===== src/rtl/adma_atx_arb_pipe.sv =====
`default_nettype none
// ============================================================================
// Module  : adma_atx_arb_pipe
// Brief   : N-channel AR/AW descriptor arbiter (WRR or fixed priority) with a
//           registered, back-pressure-safe output slot.
// Revision: 1.0
// ============================================================================
module adma_atx_arb_pipe #(
    parameter int DMA_CHN_NUM   = 4,
    parameter int DMA_CHN_ARB_W = 3,
    parameter int SRC_ADDR_W    = 32,
    parameter int DST_ADDR_W    = 32,
    parameter int MST_ID_W      = 5,
    parameter int ATX_LEN_W     = 8,
    localparam int DMA_CHN_NUM_W = $clog2(DMA_CHN_NUM)
) (
    input  logic                                clk,
    input  logic                                rst_n,
    input  logic [DMA_CHN_NUM*MST_ID_W-1:0]     bwd_arid,
    input  logic [DMA_CHN_NUM*SRC_ADDR_W-1:0]   bwd_araddr,
    input  logic [DMA_CHN_NUM*ATX_LEN_W-1:0]    bwd_arlen,
    input  logic [DMA_CHN_NUM*2-1:0]            bwd_arburst,
    input  logic [DMA_CHN_NUM*MST_ID_W-1:0]     bwd_awid,
    input  logic [DMA_CHN_NUM*DST_ADDR_W-1:0]   bwd_awaddr,
    input  logic [DMA_CHN_NUM*ATX_LEN_W-1:0]    bwd_awlen,
    input  logic [DMA_CHN_NUM*2-1:0]            bwd_awburst,
    input  logic [DMA_CHN_NUM-1:0]              bwd_atx_vld,
    output logic [DMA_CHN_NUM-1:0]              bwd_atx_rdy,
    input  logic [DMA_CHN_NUM-1:0]              chn_en,
    input  logic [DMA_CHN_NUM*DMA_CHN_ARB_W-1:0] chn_arb_rate,
    input  logic                                arb_mode,
    output logic [DMA_CHN_NUM_W-1:0]            fwd_atx_chn_id,
    output logic [MST_ID_W-1:0]                 fwd_arid,
    output logic [SRC_ADDR_W-1:0]               fwd_araddr,
    output logic [ATX_LEN_W-1:0]                fwd_arlen,
    output logic [1:0]                          fwd_arburst,
    output logic [MST_ID_W-1:0]                 fwd_awid,
    output logic [DST_ADDR_W-1:0]               fwd_awaddr,
    output logic [ATX_LEN_W-1:0]                fwd_awlen,
    output logic [1:0]                          fwd_awburst,
    output logic                                fwd_atx_vld,
    input  logic                                fwd_atx_rdy
);

    localparam int CW = DMA_CHN_NUM_W;
    localparam int RW = DMA_CHN_ARB_W;
    localparam logic [CW:0]   C_CHN_NUM  = (CW+1)'(DMA_CHN_NUM);
    localparam logic [CW-1:0] C_LAST_CHN = CW'(DMA_CHN_NUM - 1);
    localparam logic [RW-1:0] C_ONE      = RW'(1);

    logic [DMA_CHN_NUM-1:0] elig;
    logic                   win_vld;
    logic [CW-1:0]          win_idx;
    logic [CW:0]            scan_idx;
    logic                   slot_free;
    logic                   capture;
    logic [RW-1:0]          rate_ptr, rate_win, ecred;

    logic [CW-1:0]          ptr_d, ptr_q;
    logic [RW-1:0]          cred_d, cred_q;
    logic                   vld_d, vld_q;
    logic [CW-1:0]          chn_d, chn_q;
    logic [MST_ID_W-1:0]    arid_d, arid_q, awid_d, awid_q;
    logic [SRC_ADDR_W-1:0]  araddr_d, araddr_q;
    logic [DST_ADDR_W-1:0]  awaddr_d, awaddr_q;
    logic [ATX_LEN_W-1:0]   arlen_d, arlen_q, awlen_d, awlen_q;
    logic [1:0]             arburst_d, arburst_q, awburst_d, awburst_q;

    function automatic logic [CW-1:0] chn_inc(input logic [CW-1:0] c);
        return (c == C_LAST_CHN) ? '0 : c + CW'(1);
    endfunction

    assign elig = bwd_atx_vld & chn_en;

    // Descending scan so the lowest offset (fixed: index, WRR: distance from ptr) wins.
    always_comb begin
        win_vld  = 1'b0;
        win_idx  = '0;
        scan_idx = '0;
        for (int i = DMA_CHN_NUM - 1; i >= 0; i--) begin
            if (arb_mode) begin
                scan_idx = (CW+1)'(i);
            end else begin
                scan_idx = {1'b0, ptr_q} + (CW+1)'(i);
                if (scan_idx >= C_CHN_NUM) begin
                    scan_idx = scan_idx - C_CHN_NUM;
                end
            end
            if (elig[scan_idx[CW-1:0]]) begin
                win_vld = 1'b1;
                win_idx = scan_idx[CW-1:0];
            end
        end
    end

    assign slot_free = ~vld_q | fwd_atx_rdy;
    assign capture   = win_vld & slot_free;

    always_comb begin
        for (int c = 0; c < DMA_CHN_NUM; c++) begin
            bwd_atx_rdy[c] = capture && (win_idx == CW'(c));
        end
    end

    // Zero weights behave as one.
    always_comb begin
        rate_ptr = chn_arb_rate[int'(ptr_q)*RW +: RW];
        rate_win = chn_arb_rate[int'(win_idx)*RW +: RW];
        if (rate_ptr == '0) rate_ptr = C_ONE;
        if (rate_win == '0) rate_win = C_ONE;
        ecred = (cred_q == '0) ? rate_ptr : cred_q;
    end

    always_comb begin
        ptr_d  = ptr_q;
        cred_d = cred_q;
        if (capture && !arb_mode) begin
            if (win_idx == ptr_q) begin
                if (ecred > C_ONE) begin
                    cred_d = ecred - C_ONE;
                end else begin
                    ptr_d  = chn_inc(ptr_q);
                    cred_d = '0;
                end
            end else if (rate_win > C_ONE) begin
                ptr_d  = win_idx;
                cred_d = rate_win - C_ONE;
            end else begin
                ptr_d  = chn_inc(win_idx);
                cred_d = '0;
            end
        end
    end

    always_comb begin
        vld_d     = capture | (vld_q & ~fwd_atx_rdy);
        chn_d     = chn_q;
        arid_d    = arid_q;
        araddr_d  = araddr_q;
        arlen_d   = arlen_q;
        arburst_d = arburst_q;
        awid_d    = awid_q;
        awaddr_d  = awaddr_q;
        awlen_d   = awlen_q;
        awburst_d = awburst_q;
        if (capture) begin
            chn_d     = win_idx;
            arid_d    = bwd_arid[int'(win_idx)*MST_ID_W +: MST_ID_W];
            araddr_d  = bwd_araddr[int'(win_idx)*SRC_ADDR_W +: SRC_ADDR_W];
            arlen_d   = bwd_arlen[int'(win_idx)*ATX_LEN_W +: ATX_LEN_W];
            arburst_d = bwd_arburst[int'(win_idx)*2 +: 2];
            awid_d    = bwd_awid[int'(win_idx)*MST_ID_W +: MST_ID_W];
            awaddr_d  = bwd_awaddr[int'(win_idx)*DST_ADDR_W +: DST_ADDR_W];
            awlen_d   = bwd_awlen[int'(win_idx)*ATX_LEN_W +: ATX_LEN_W];
            awburst_d = bwd_awburst[int'(win_idx)*2 +: 2];
        end
    end

    always_ff @(posedge clk or negedge rst_n) begin
        if (!rst_n) begin
            ptr_q     <= '0;
            cred_q    <= '0;
            vld_q     <= 1'b0;
            chn_q     <= '0;
            arid_q    <= '0;
            araddr_q  <= '0;
            arlen_q   <= '0;
            arburst_q <= '0;
            awid_q    <= '0;
            awaddr_q  <= '0;
            awlen_q   <= '0;
            awburst_q <= '0;
        end else begin
            ptr_q     <= ptr_d;
            cred_q    <= cred_d;
            vld_q     <= vld_d;
            chn_q     <= chn_d;
            arid_q    <= arid_d;
            araddr_q  <= araddr_d;
            arlen_q   <= arlen_d;
            arburst_q <= arburst_d;
            awid_q    <= awid_d;
            awaddr_q  <= awaddr_d;
            awlen_q   <= awlen_d;
            awburst_q <= awburst_d;
        end
    end

    assign fwd_atx_vld    = vld_q;
    assign fwd_atx_chn_id = chn_q;
    assign fwd_arid       = arid_q;
    assign fwd_araddr     = araddr_q;
    assign fwd_arlen      = arlen_q;
    assign fwd_arburst    = arburst_q;
    assign fwd_awid       = awid_q;
    assign fwd_awaddr     = awaddr_q;
    assign fwd_awlen      = awlen_q;
    assign fwd_awburst    = awburst_q;

endmodule
`default_nettype wire


===== config.mk =====
export PLATFORM = sky130hd
export DESIGN_NAME = adma_atx_arb_pipe
export DESIGN_NICKNAME = d
export VERILOG_FILES = /design/src/rtl/adma_atx_arb_pipe.sv
export SDC_FILE = /design/constraint.sdc
export NUM_CORES = 1
export LEC_CHECK = 0
export CAP_MARGIN = 10
export CORE_AREA = 2 2 195 197
export CTS_BUF_LIST = sky130_fd_sc_hd__clkbuf_4
export CTS_CLUSTER_DIAMETER = 200
export DETAILED_ROUTE_END_ITERATION = 10
export DIE_AREA = 0 0 197 199
export PLACE_DENSITY = 0.53
export SYNTH_ARGS = -nofsm -noshare
export SYNTH_HDL_FRONTEND = slang
export SYNTH_SLANG_ARGS = --single-unit

===== constraint.sdc =====
create_clock -name clk -period 3.28 [get_ports clk]
set_clock_uncertainty 0.15 [all_clocks]
set_input_delay 0.328 -clock clk [delete_from_list [all_inputs] [get_ports clk]]
set_output_delay 0.328 -clock clk [all_outputs]
set_load 0.05 [all_outputs]

Word level (Yosys, flattened, before mapping). Cells that the tools add are included.

Word-level logic and storage cells: 105. Bits in writable memories: 0. Latch bits: 0. Register bits after elaboration: 102. Input port bits: 400. Bits in read-only memories: 0. Output and inout port bits: 101. Memories: 0.

Multiplexer cells: 35. Shifts and indexed selects: 10. Equal/unequal tests: 6. $lt $le $gt $ge: 10. Add/sub/neg operators: 11. Bitwise operators: 7. Reduce and logical (&&, ||, !) cells: 11. Multipliers: 3. Divide/modulo/power cells: 0.

Operators by type and width (number): variable part select 128 x 8 -> 32 bit (2); variable part select 32 x 6 -> 8 bit (2); two-way mux 2 bit (17); variable part select 20 x 32 -> 5 bit (1); variable part select 12 x 5 -> 3 bit (2); variable part select 20 x 6 -> 5 bit (1); two-way mux 3 bit (6); variable part select 8 x 4 -> 2 bit (2); < comparator 2 x 3 -> 1 bit (second input constant) (4); greater-or-equal comparator 3 bit (second input constant) (3); zero test 3 bit (3); binary-select mux 1 bit (select 2 bit) (4); multiplier 2 x 2 -> 4 bit (second input constant) (2); two-way mux 1 bit (8); subtractor 2 x 1 -> 2 bit (second input constant) (4); adder 2 x 2 -> 3 bit (second input constant) (2); == test 2 bit (second input constant) (3); greater-than comparator 3 x 1 -> 1 bit (second input constant) (2); subtractor 3 x 1 -> 3 bit (second input constant) (2); logical AND 1 bit (5); multiplier 2 x 3 -> 5 bit (second input constant) (1); adder 2 x 1 -> 2 bit (second input constant) (2); AND 4 bit (1); adder 2 x 1 -> 3 bit (second input constant) (1); other kinds (10) (13).

Depth between registers and ports, before layout.
Depth in word-level cells: 17. Depth in mapped cells: 15. Gate-level depth less buffers: 12.

Worst setup path after synthesis. Ideal clock, no wire load.

Path type: reg2out. From: register ptr_q[0]. To: output bwd_atx_rdy[1]. Data required time: 2802 ps. Path slack: -138 ps. Path buffers: 4. Cell stages (with the launch flop): 13. Arrival: 2940 ps. Path through: dfrtp_1 buf_6 nor2b_1 buf_6 mux4_2 nor4_4 o21ai_2 nand2_4 buf_4 buf_4 ha_1 inv_1 nor2_1.

Longest elaborated chain between the ends: 12. Elaborated cells between the ends (all ways): 38. Those cells by class: 7 x add/sub; 4 x order compare; 1 x eq/ne; 24 x mux; 1 x bitwise; 1 x reduce/logical.

Ends and longest elaborated chain: from (decl) (line 59) `logic [CW-1:0] ptr_d, ptr_q;`; from (signal assigned) (line 174) `ptr_q <= ptr_d;`; adder 2 x 2 -> 3 bit (line 84) `scan_idx = {1'b0, ptr_q} + (CW+1)'(i);`; greater-or-equal comparator 3 bit / subtractor 2 x 1 -> 2 bit (equally long branches) (line 85, 86); two-way mux 2 bit (line 85) `if (scan_idx >= C_CHN_NUM) begin`; two-way mux 2 bit (line 81) `if (arb_mode) begin`; binary-select mux 1 bit (select 2 bit) (line 89) `if (elig[scan_idx[CW-1:0]]) begin`; two-way mux 1 bit (implied by the code) (line 89); two-way mux 2 bit (3 in a row) (line 89); two-way mux 2 bit (*) (line 89); via win_idx[0] (line 53) `logic [CW-1:0] win_idx;`; == test 2 x 1 -> 1 bit (*) (line 101) `bwd_atx_rdy[c] = capture && (win_idx == CW'(c));`; logical AND 1 bit (*) (line 101); to (decl) (line 28) `output logic [DMA_CHN_NUM-1:0] bwd_atx_rdy,`.

Mark *: on every way through the listed nets, which the timed path passes. The rest lies on a longest branch. The select of a mux whose other input is x is not followed.

Worst setup path after layout.
From: register ptr_q[1]. To: output bwd_atx_rdy[0].

Longest elaborated chain between the ends: 12. Elaborated cells between the ends (all ways): 38. Those cells by class: 7 x add/sub; 4 x order compare; 24 x mux; 1 x bitwise; 2 x reduce/logical.

Ends and longest elaborated chain (line): adder 2 x 2 -> 3 bit (84); greater-or-equal comparator 3 bit / subtractor 2 x 1 -> 2 bit (equally long branches) (85, 86); two-way mux 2 bit (85); two-way mux 2 bit (81); binary-select mux 1 bit (select 2 bit) (89); two-way mux 1 bit (implied by the code) (89); two-way mux 1 bit / two-way mux 2 bit (equally long branches) (4 in a row) (89); AND 1 bit / zero test 2 bit (equally long branches) (97, 101); logical AND 1 bit (*) (101).

Mark *: on every way between the ends. The rest lies on a longest branch, timed or not. The select of a mux whose other input is x is not followed.

==> qor.csv <==
metric,value,unit
status,completed,
Max VDD drop,0.223,mV
critical path capture point,bwd_atx_rdy[0],
syn_nets,1498,
Final nets,1991,
setup TNS,0,ns
effective utilization at floorplan,0.207,
worst reg2reg startpoint,ptr_q[1]$_DFFE_PN0P_,
Slew HR,0.521,
maximum clock insertion buffer count,2,
share of power burned in registers,0.224,
DRC Markers,0,
post-layout util,0.376,
Clock Root Buffer,clkbuf_4,
Net Sw Power,4.39,mW
die area,39200,µm²
largest net degree at the start of global routing,115,
initial antenna violation count,1,
start point of the critical path,ptr_q[1]$_DFFE_PN0P_,
CTS H-tree lvls,3,
CP startpoint kind,flip-flop,
synth top area cells,"dfrtp_1, nand2_1, and3_1",
worst r2r dst,fwd_awaddr[16]$_DFFE_PN0P_,
CTS buffer count,9,
top_reg_cell synth,dfrtp_1,
global route overflow,0,
static leakage,6.28,nW
Synth cell types,56,
fillers,3861,
CTS sink count,102,
FF-to-FF path depth,14,
WP data arrival,2.74,ns
Final Max Slew Viols,0,
Worst Tran Pin Value,0.716,ns
Critical Path RT,2.80,ns
critical-path maximum fanout,5,
"flops & latches, synth",102,
Yosys top cell by area,dfrtp_1,
CTS tree,done,
DIE HEIGHT,199,µm
Worst Hold Slack,0.209,ns
number of iterations in the first detailed-routing pass,5,
Synth Instances,1091,
pwr/cell area,635,nW/µm²
final hold vios,0,
Fmax,0.310,GHz
clock group share of total power,0.091,
CORE AREA,37100,µm²
PortBufs,500,
Tmin final,3.22,ns
switching share of power,0.495,
Synth top area share,0.332,
"most common cell after layout, fill and taps aside",clkdlybuf4s50_1,
Synth Cell Area,7690,µm²
P&R area growth vs syn,81.8,%
layout cells sized above 1,0.0843,
Max Cap Violations,0,
final WL,37.3,mm
initial DRC count,413,
Final GP Congestion,0.885,
Post-Syn Area per Cell,7.05,µm²
Combinational Power Share,0.685,
sequential share of the synthesized area,0.332,
IO Pins,501,
Hold Path Class,in -> async,
vias in the first global route,9248,
period utilization,0.983,
die width,197,µm
asr flop ratio synth,1.00,
CP Class,reg -> out,
Ys Warns,0,
Vias,9522,
Final ANT Viol Nets,0,
drt wl/cell,18.1,µm
Worst-Skew Late Latency,0.50,ns
CTS clock-pin slew for the worst setup and hold paths,0.19,ns
RSZ-0062 raised after global routing,yes,
first-pass GRT wire length,54.8,mm
post-DR vias/cell,4.61,
Post-synth EDFFs,0,
final setup violation count,0,
Internal Pwr Total,4.48,mW
"setup slack, reg-to-reg",0.17,ns
row count,71,
"commonest non-fill, non-tap cells in the layout","clkdlybuf4s50_1, nand2_1, and3_1",
Crit. End Element,output pin,
total global-route track usage,0.182,
HPWL Detailed,27.6,mm
## power groups by stage
stage               registers (mW)  clock network (mW)  logic [mW]
detailed placement            2.01                   0        5.83
global placement              1.99                   0        5.83
CTS                           1.99               0.850        6.07
global route                  2.05               0.894        6.50
floorplan                     3.52                   0        1.98
finish                        1.99               0.803        6.08
## how the worst min path moves through the flow
stage / end / slack, ns / cells past startpoint
after floorplan: cred_q[0]$_DFFE_PN0P_ / -0.12 / 0
after global routing: fwd_araddr[12]$_DFFE_PN0P_ / 0.21 / 2
final: fwd_araddr[12]$_DFFE_PN0P_ / 0.21 / 2
after detailed placement: fwd_atx_vld$_DFF_PN0_ / 0.24 / 1
after global placement: fwd_atx_vld$_DFF_PN0_ / 0.25 / 1
after CTS: fwd_atx_vld$_DFF_PN0_ / 0.17 / 2
## critical path, cell delays in order, from the launching register on
cell,delay (ns)
dfrtp_1,0.44
buf_6,0.13
ha_4,0.28
buf_6,0.10
mux4_2,0.32
nor4_4,0.27
o21ai_2,0.13
nand2_4,0.13
inv_6,0.05
ha_4,0.15
inv_2,0.04
nor2_2,0.04
buf_12,0.15
## kinds of logic (layout without fill, tap and decap cells)
group	after synthesis	in the layout	synth area share
xor gates and xnor gates	1	1	0.00114
and+or+nand+nor	724	724	0.431
muxes	13	13	0.0239
buffers and inverters	98	596	0.0599
AOI/OAI and AO/OA	146	146	0.141
other	0	1	0
DFF	102	102	0.332
adders and majority gates	7	7	0.0114
## metrics by stage
stage | worst slack, ns | instance area [µm²] | instances | power, mW
floorplan | 0.0810 | 7700 | 1091 | 5.50
global placement | 0.130 | 13500 | 2024 | 7.82
detailed placement | 0.0686 | 13500 | 2024 | 7.84
CTS | -0.00825 | 13900 | 2058 | 8.91
global route | -0.0860 | 14000 | 2064 | 9.45
finish | 0.0573 | 14000 | 2064 | 8.87
## layout make-up
cell class / count / area [µm²] / area share
timing repair buffer: 570 / 5810 / 0.416
tap: 474 / 593 / 0.0424
multi-input combinational: 891 / 4810 / 0.344
sequential: 102 / 2550 / 0.183
clock buffer: 9 / 67.6 / 0.00483
inverter: 10 / 51.3 / 0.00367
clock inverter: 7 / 86.3 / 0.00618
antenna: 1 / 2.50 / 0.000179
## sequential cells by signal, indices dropped and copies added (netlist names)
name            flops
fwd_awid            5
fwd_awaddr         32
fwd_arid            5
fwd_atx_vld         1
fwd_arlen           8
fwd_awlen           8
cred_q              3
ptr_q               2
fwd_atx_chn_id      2
fwd_awburst         2
fwd_araddr         32
fwd_arburst         2
## routing by layer
layer  track usage  share of wire  wire length (µm)  vias up
met5             0              0                 0        -
met1         0.220           0.41             15400     4422
li1              -              -                 -     4697
met2         0.321           0.49             18400      373
met3        0.0488          0.080              2990       30
met4        0.0459          0.017               620        0
## synthesized netlist by cell type, drive strengths merged (3+ instances only)
library cell	n
mux2i	6
ha	7
nor2	21
and3	192
clkbuf	55
mux4	4
inv	9
mux2	3
nor3b	4
a211oi	7
o211ai	3
a21o	4
nand2b	4
dfrtp	102
o21ai	12
a21oi	11
buf	33
nand2	483
o31ai	95
nor3	4
nor4	3
## timing repair
action / 4_1_cts / 5_1_grt
endpoints found under the hold margin: 36 / 0
pin swaps: 11 / 10
hold buffers: 1 / 0
setup buffers: 15 / 5
gates resized for setup: 20 / 14
gates cloned: 2 / 0
endpoints found under the setup margin: 4 / 5
No activity file was read; power rests on OpenSTA's default activity.
==> edit: new RTL, config.mk and constraints unchanged <==
`awaddr_q` no longer has a reset.
--- a/src/rtl/adma_atx_arb_pipe.sv
+++ b/src/rtl/adma_atx_arb_pipe.sv
@@ -169,3 +169,2 @@
             awid_q    <= '0;
-            awaddr_q  <= '0;
             awlen_q   <= '0;
@@ -182,3 +181,2 @@
             awid_q    <= awid_d;
-            awaddr_q  <= awaddr_d;
             awlen_q   <= awlen_d;
@@ -186,2 +184,6 @@
         end
+    end
+
+    always_ff @(posedge clk) begin
+        awaddr_q <= awaddr_d;
     end
Function: changed (Yosys sat finds a counterexample within 4 cycles, from zero or initial values and one cycle with rst_n low).
==> edit against the unedited design <==
- power is 23% higher
- area after synthesis fell by 4.3%
- sequential cell count is the same
- setup slack got worse by 0.0013 ns
- clock power about the same
- cell area is 3.0% lower
- non-clock buffer count fell by 7
- routed wire length is 2.8% lower
- combinational power increased by 28%
- critical path type unchanged
- highest routed layer unchanged
==> edit: results (changes against the unedited design) <==
| Metric | Value |
|---|---|
| Adder-cell share of the synthesized area | 1.19% (+0.052 points) |
| NonClk Buf Share | 42.1% (+0.53 points) |
| Clkbuf count | 10 (+1) |
| Hold crit path type | input pin to flop |
| Iter 0 DRT Violations | 336 (-19%) |
| Non-CTS buffers | 563 (-1.2%) |
| Routed len/inst | 17.8 um (-1.8%) |
| CP arrival | 2.75 ns (about the same) |
| Sequential cell area fraction in the yosys report | 36.9% (+3.7 points) |
| Global-route wire length before repair | 51.8 mm (-5.4%) |
| Outcome | finished clean |
| Post-Route WL | 36.3 mm (-2.8%) |
| VDD IR max | 0.245 mV (+9.8%) |
| Post-layout util | 36.5% (-1.1 points) |
| N_diodes | 2 (+1) |
| Lkg Pwr | 5.54 nW (-12%) |
| Vias in the first global route | 8745 (-5.4%) |
| Place WS | 0.105 ns (+0.0367 ns) |
| Via count | 9033 (-5.1%) |
| Post-synthesis mux area share | 3.38% (+0.99 points) |
| EDFF count, synth | 32 (+32) |
| Multi-input combinational area share | 31.9% (-2.5 points) |
| Synth top cells by count | nand2_1, nor2_1, o21ai_0 |
| Synth area leaders | dfrtp_1, nand2_1, edfxtp_1 |
| Nets | 1970 (-1.1%) |
| Post-synth ARST share | 68.6% (-31 points) |
| Share of layout cells above drive strength 1 | 7.46% (-0.97 points) |
| Synthesized Nets | 1477 (-1.4%) |
| DP Area | 0.0130 mm2 (-3.2%) |
| GPL Wtd Cong | 0.851 (-3.8%) |
| Multi-input comb cells | 880 (-1.2%) |
| Met2 WL | 18.3 mm (-0.45%) |
| Met3 wire length | 2.90 mm (-2.9%) |
| Num sequential | 102 (unchanged) |
| Crit-path leading delay family | flip-flops |
| Total GRT Usage | 17.5% (-0.76 points) |
| Met3 GRT Util | 5.04% (+0.15 points) |
## edit: worst reg2reg max path, delay by kind of cell, from the launching register on
| kind | cells | cell delay (ns) |
|---|---|---|
| flip-flops | 1 | 0.45 |
| AND/OR/NAND/NOR | 3 | 0.43 |
| AO/OA/AOI/OAI | 3 | 0.74 |
| multiplexers | 2 | 0.72 |
| adder cells (fa/ha/maj) | 1 | 0.29 |
| buffers and inverters | 2 | 0.29 |
## edit: what timing repair did
action	CTS	global route
setup buffers	6	14
pin swaps	3	3
endpoints found under the setup margin	4	5
resized for setup	19	16
hold endpoints to repair	70	0
hold buffers	3	0
cloned	1	0
## edit: cells by family (layout without fill, tap and decap cells)
group           after synthesis  after routing
simple gates                657            657
mux                          19             19
buf+inv                      88            586
other cells                   0              2
compound gates              196            196
xor+xnor                      1              1
flops                       102            102
fa+ha+maj                     7              7
## edit: final timing paths
kind                                 start             end  slack (ns)  cells past startpoint
max reg2reg                       ptr_q[0]       cred_q[1]        0.12                     11
max                               ptr_q[0]  bwd_atx_rdy[1]        0.06                      9
min reg2reg                  fwd_araddr[7]   fwd_araddr[7]        0.35                      2
min                        bwd_araddr[104]   fwd_araddr[8]        0.29                      5
min in group asynchronous            rst_n  fwd_araddr[18]        0.61                      3
max in group asynchronous            rst_n  fwd_araddr[22]        1.47                      4
## edit: power by group
part	internal (mW)	leakage, nW	switching (mW)	total, mW
clock	0.318	0.0868	0.489	0.806
sequential	2.00	1.15	0.343	2.34
combinational	2.94	4.31	4.83	7.77
total	5.26	5.54	5.66	10.9
